==> config.mk <==
export PLATFORM = sky130hd
export DESIGN_NAME = xmem_dbi_writer
export DESIGN_NICKNAME = d
export VERILOG_FILES = /design/src/rtl/xmem_dbi_pkg.sv /design/src/rtl/dbi_lane_enc.sv /design/src/rtl/xmem_dbi_writer.sv
export SDC_FILE = /design/constraint.sdc
export NUM_CORES = 1
export LEC_CHECK = 0
export BUFFER_PORTS_ARGS = -buffer_cell sky130_fd_sc_hd__buf_2
export CAP_MARGIN = 25
export CELL_PAD_IN_SITES_DETAIL_PLACEMENT = 1
export CELL_PAD_IN_SITES_GLOBAL_PLACEMENT = 1
export CORE_ASPECT_RATIO = 1.2
export CORE_MARGIN = 10
export CORE_UTILIZATION = 37
export CTS_CLUSTER_DIAMETER = 100
export DETAILED_ROUTE_END_ITERATION = 12
export MAX_ROUTING_LAYER = met4
export PLACE_DENSITY_LB_ADDON = 0.1
export SKIP_CTS_REPAIR_TIMING = 1
export SLEW_MARGIN = 20
export SYNTH_ARGS = -nofsm -noshare
export SYNTH_HDL_FRONTEND = slang
export SYNTH_SLANG_ARGS = --single-unit
==> constraint.sdc <==
create_clock -name clk -period 2.6 [get_ports clk]
set_input_delay 0.13 -clock clk [delete_from_list [all_inputs] [get_ports clk]]
set_output_delay 0.13 -clock clk [all_outputs]
set_load 0.03 [all_outputs]
==> src/rtl/xmem_dbi_pkg.sv <==
// -----------------------------------------------------------------------------
// xmem_dbi_pkg
// Shared definitions for the xmem write-side DBI encoder:
//   - default lane width, lanes per word and SRAM address width
//   - writer FSM state type
//   - inversion threshold: a lane inverts only on a strict majority of
//     transitions, so a tie keeps the lane as-is
// -----------------------------------------------------------------------------
package xmem_dbi_pkg;

    localparam int BW      = 4;
    localparam int ROW     = 8;
    localparam int ADDR_BW = 11;

    typedef enum logic [1:0] {
        IDLE  = 2'd0,
        WRITE = 2'd1,
        DONE  = 2'd2
    } state_t;

    function automatic logic dbi_invert(input int t, input int w);
        return (t > (w / 2));
    endfunction

endpackage

==> src/rtl/dbi_lane_enc.sv <==
// -----------------------------------------------------------------------------
// dbi_lane_enc
// Combinational single-lane DBI encoder. Counts bit transitions between the
// new lane value and the previously written lane value and inverts the lane
// when the count exceeds half the lane width.
// Ports:
//   i_data  - raw lane value
//   i_hist  - lane value last written to the SRAM (post-encoding)
//   i_en    - encode enable; when low the lane always passes through
//   o_data  - encoded lane value
//   o_flag  - 1 when o_data is the inverse of i_data
// -----------------------------------------------------------------------------
module dbi_lane_enc
    import xmem_dbi_pkg::*;
#(
    parameter int bw = BW
)(
    input  logic [bw-1:0] i_data,
    input  logic [bw-1:0] i_hist,
    input  logic          i_en,
    output logic [bw-1:0] o_data,
    output logic          o_flag
);

    int w_cnt;

    always_comb begin
        w_cnt = 0;
        for (int k = 0; k < bw; k++) begin
            if (i_data[k] ^ i_hist[k]) w_cnt = w_cnt + 1;
        end
    end

    assign o_flag = i_en && dbi_invert(w_cnt, bw);
    assign o_data = o_flag ? ~i_data : i_data;

endmodule

==> src/rtl/xmem_dbi_writer.sv <==
// -----------------------------------------------------------------------------
// xmem_dbi_writer
// Burst writer for the xmem SRAM with optional data-bus-inversion encoding.
// A start pulse latches base address, word count and the encode enable; each
// accepted input word is encoded against the previously written word and
// written one cycle later.
//
// Build option: XMEM_DBI_ENCODE_EN compiles in the encoder and history
// register. Without it, D carries in_data unmodified and dbi_flags is 0.
//
// Ports:
//   clk, reset            - clock, synchronous active-high reset
//   start                 - burst start pulse (IDLE only)
//   base_addr, count      - first address, number of words (0..2048)
//   dbi_en                - runtime encode enable, latched on start
//   in_valid/in_ready     - input word handshake, in_data raw word
//   CEN, WEN, A, D        - SRAM write port (active-low strobes)
//   dbi_flags             - per-lane inversion flags aligned with D
//   busy, done            - burst in progress / one-cycle completion pulse
//
// Lane g occupies in_data[(row-1-g)*bw +: bw], i.e. lane 0 is the most
// significant lane, and dbi_flags[g] belongs to lane g.
//
// state | meaning
// IDLE  | waiting for start
// WRITE | accepting words, in_ready high
// DONE  | final write strobe on the port, done pulse
// -----------------------------------------------------------------------------
module xmem_dbi_writer
    import xmem_dbi_pkg::*;
#(
    parameter int bw      = BW,
    parameter int row     = ROW,
    parameter int addr_bw = ADDR_BW
)(
    input  logic                 clk,
    input  logic                 reset,
    input  logic                 start,
    input  logic [addr_bw-1:0]   base_addr,
    input  logic [addr_bw:0]     count,
    input  logic                 dbi_en,
    input  logic                 in_valid,
    output logic                 in_ready,
    input  logic [bw*row-1:0]    in_data,
    output logic                 CEN,
    output logic                 WEN,
    output logic [addr_bw-1:0]   A,
    output logic [bw*row-1:0]    D,
    output logic [row-1:0]       dbi_flags,
    output logic                 busy,
    output logic                 done
);

    localparam int W = bw * row;
    localparam logic [addr_bw-1:0] ADDR_ONE = {{(addr_bw-1){1'b0}}, 1'b1};
    localparam logic [addr_bw:0]   REM_ONE  = {{addr_bw{1'b0}}, 1'b1};

    state_t               r_state;
    state_t               w_next;
    logic [addr_bw-1:0]   r_addr;
    logic [addr_bw:0]     r_remain;
    logic                 w_start;
    logic                 w_xfer;
    logic                 w_last;
    logic [W-1:0]         w_enc;
    logic [row-1:0]       w_flags;
    logic                 r_cen;
    logic                 r_wen;
    logic [addr_bw-1:0]   r_a;
    logic [W-1:0]         r_d;
    logic [row-1:0]       r_flags;

    assign w_start = start && (r_state == IDLE);
    assign w_xfer  = in_valid && (r_state == WRITE);
    assign w_last  = (r_remain == REM_ONE);

    always_ff @(posedge clk) begin
        if (reset) r_state <= IDLE;
        else       r_state <= w_next;
    end

    always_comb begin
        w_next = r_state;
        case (r_state)
            IDLE:    if (start) w_next = (count == '0) ? DONE : WRITE;
            WRITE:   if (w_xfer && w_last) w_next = DONE;
            DONE:    w_next = IDLE;
            default: w_next = IDLE;
        endcase
    end

    always_comb begin
        in_ready = (r_state == WRITE);
        busy     = (r_state == WRITE);
        done     = (r_state == DONE);
    end

    always_ff @(posedge clk) begin
        if (reset) begin
            r_addr   <= '0;
            r_remain <= '0;
        end else if (w_start) begin
            r_addr   <= base_addr;
            r_remain <= count;
        end else if (w_xfer) begin
            r_addr   <= r_addr + ADDR_ONE;
            r_remain <= r_remain - REM_ONE;
        end
    end

    // Strobes are re-armed high every cycle without a transfer; A/D/flags hold.
    always_ff @(posedge clk) begin
        if (reset) begin
            r_cen   <= 1'b1;
            r_wen   <= 1'b1;
            r_a     <= '0;
            r_d     <= '0;
            r_flags <= '0;
        end else if (w_xfer) begin
            r_cen   <= 1'b0;
            r_wen   <= 1'b0;
            r_a     <= r_addr;
            r_d     <= w_enc;
            r_flags <= w_flags;
        end else begin
            r_cen   <= 1'b1;
            r_wen   <= 1'b1;
        end
    end

`ifdef XMEM_DBI_ENCODE_EN
    logic         r_dbi_en;
    logic [W-1:0] r_hist;

    always_ff @(posedge clk) begin
        if (reset) begin
            r_dbi_en <= 1'b0;
            r_hist   <= '0;
        end else if (w_start) begin
            r_dbi_en <= dbi_en;
            r_hist   <= '0;
        end else if (w_xfer) begin
            r_hist   <= w_enc;
        end
    end

    for (genvar g = 0; g < row; g++) begin : g_lane
        dbi_lane_enc #(.bw(bw)) u_enc (
            .i_data (in_data[(row-1-g)*bw +: bw]),
            .i_hist (r_hist[(row-1-g)*bw +: bw]),
            .i_en   (r_dbi_en),
            .o_data (w_enc[(row-1-g)*bw +: bw]),
            .o_flag (w_flags[g])
        );
    end
`else
    logic w_unused_dbi_en;

    assign w_enc           = in_data;
    assign w_flags         = '0;
    assign w_unused_dbi_en = dbi_en;
`endif

    assign CEN       = r_cen;
    assign WEN       = r_wen;
    assign A         = r_a;
    assign D         = r_d;
    assign dbi_flags = r_flags;

endmodule

==> qor.yml <==
timing:
  fin_tns_setup_ps: 0
  fmax_ghz: 0.543
  finalSetupViolCount: 0
  fin_crit_ps: 1840
  worst_pin_slew_ps: 733
  max-slew-margin-rel: 0.511
  fin_skew_ps: 9.47
  fin_ws_ps: 759
  slew_violations: 0
  period_share: 0.708
  rsz0062_at_grt: "false"
  hold_violations: 0
  whs_ps: 13.4
grt:
  antenna_found_initial: 1
  grt_overflow_total: 0
  grt_max_degree: 38
  grt_pass1_vias: 3105
  grt_pass1_wl_um: 15400
  track_usage: 0.159
setup_path:
  critPathArrivalTime_ps: 2100
  cp-endpoint: "r_addr[0]"
  cp_slowest_stage_delay_ps: 570
  worstPathBufferInverterCount: 1
  path_cells: "and3b_2 -> buf_4 -> xnor2_1 -> a211oi_1"
  r2r_start: "r_state[0]"
  crit_type: "reg -> reg"
  cp_slowest_cell: "and3b_2"
  startpoint_type: "flop"
  timing.rr.end: "r_addr[0]"
  path_depth: 4
  ff2ff_setup_slack_ps: 760
  r2r_cells: 4
  worstPathRequired_ps: 2860
  critical_path.max_fanout: 21
  path_delay_family: "simple AND/OR/NAND/NOR gates"
  cp-end-kind: "flop"
  cp-startpoint: "r_state[0]"
detailed_routing:
  routed_wl_um: 9580
  ant_nets: 0
  drc_errors: 0
  wl_per_cell_um: 16.5
  drt_iter0_drc: 81
  route.vias.total: 3001
  via_per_inst: 5.18
  dr.pass1.iters: 4
finish:
  layout_common_cells: "buf_2, nand2_1, dfxtp_1, a21oi_1, nor2_1"
  nets: 541
  layout_commonest_cell: "buf_2"
  synthToLayoutAreaGrowth_pct: 22.7
  fill_cells: 1054
  final_layout_size_suffix_gt1_frac: 0.284
  final_cells: 579
synth:
  synth-edff-count: 0
  synth_area_leaders: "dfxtp_1, nand2_1, a21oi_1"
  ys_types: 47
  syn_area_per_cell_um2: 7.98
  syn_area_mm2: 0.00306
  ys.flop_type: "dfxtp_1"
  yosys.area.top_type: "dfxtp_1"
  yosysTopAreaCellShare: 0.451
  syn_inst: 384
  async_flop_share: 0
  yosysWarningCount: 0
  seq_area_frac_synth: 0.451
  synth_seq_cells: 69
pwr:
  vdd_drop_max_mv: 0.278
  leakagePower_nw: 1.58
  p_per_area_mw_per_mm2: 637
  power_mw: 2.39
floorplanning:
  die_y_um: 120
  rows: 36
  initial_core_util: 0.378
  die_area_mm2: 0.0123
  die-width_um: 103
  coreArea_mm2: 0.00811
  io_pins: 116
placed_design:
  dp_hpwl_um: 7000
  dp.cells: 561
  pre_cts_ws_ps: 765
  gp_congestion: 0.819
  port_buffers: 106
run_status:
  status: "complete, no violations"
min_path:
  hp-class: "in -> reg"
  hold_depth: 3
clocking:
  cts_buffer_depth: 2
  path_clk_slew_ps: 70
  cts_htree_levels: 3
  cts_made_buffers: 9
  clk-insertion-delay-late_ps: 350
  cts-root-buf: "clkbuf_8"
  cts_tree: "done"
  clock_sinks: 69
job:
  maxCapViolCount: 0
-- worst min path at each step --
stage | startpoint | end | slack (ps)
2_1_floorplan | in_data[10] | D[10] | 270
3_3_place_gp | in_data[25] | D[25] | 370
3_5_place_dp | in_data[21] | D[21] | 380
4_1_cts | in_data[24] | D[24] | -6
5_1_grt | in_data[21] | D[21] | 3
6_report | in_data[21] | D[21] | 10
-- where the power goes --
group          internal, mW  leakage [nW]  switching (mW)
Combinational         0.168         0.932           0.301
Sequential             1.12         0.563          0.0577
Clock                 0.340        0.0829           0.407
Total                  1.63          1.58           0.766
-- final cells by class --
| cell class | instances | area (um2) | share of cell area |
|---|---|---|---|
| Multi-Input combinational cell | 279 | 1470 | 0.391 |
| Sequential cell | 69 | 1380 | 0.368 |
| Timing Repair Buffer | 115 | 613 | 0.163 |
| Clock buffer | 11 | 131 | 0.0350 |
| Tap cell | 95 | 119 | 0.0316 |
| Clock inverter | 5 | 27.5 | 0.00733 |
| Inverter | 4 | 15.0 | 0.00400 |
| Antenna cell | 1 | 2.50 | 0.000666 |
-- synth_stat cells (4+ instances only) --
cell type,number
o21ai_0,5
buf_2,13
nor3_1,6
a31oi_1,8
nand4_1,5
clkbuf_1,12
nand2_1,94
dfxtp_1,69
nand3_1,8
a21oi_1,58
inv_1,4
o21ai_1,5
buf_4,11
nor2_1,19
nor4_1,5
a32oi_1,4
a22oi_1,10
-- layer usage --
metal / vias to the layer above / global-route usage / routed length [um]
met1: 1413 / 0.187 / 4330
met4: 0 / 0.0523 / 92
li1: 1502 / - / -
met3: 8 / 0.0494 / 552
met5: - / - / 0
met2: 78 / 0.252 / 4600
-- registers in the layout, indices dropped and copies added (netlist names) --
register  flops
A            11
r_state       2
WEN           1
r_addr       11
D            32
r_remain     12
-- worst register-to-register path, cell delays in order (launching register included) --
cell	delay, ps
dfxtp_1	520
and3b_2	570
buf_4	350
xnor2_1	90
a211oi_1	220
-- cell families (layout without fill, tap and decap cells) --
family / count (synthesis) / after routing / synth area share
xor gates and xnor gates: 3 / 3 / 0.00858
AOI/OAI and AO/OA: 103 / 103 / 0.199
DFF: 69 / 69 / 0.451
other: 1 / 9 / 0.00122
and+or+nand+nor: 162 / 162 / 0.249
adders and majority gates: 3 / 3 / 0.0123
buffers and inverters: 43 / 135 / 0.0788
-- metrics by stage --
step / instance area, um2 / util
after floorplan: 3090 / -
after global placement: 3590 / 0.442
after detailed placement: 3590 / 0.442
after CTS: 3740 / 0.462
after global routing: 3760 / 0.463
final: 3760 / 0.463
Power figures use the tool's default switching activity.
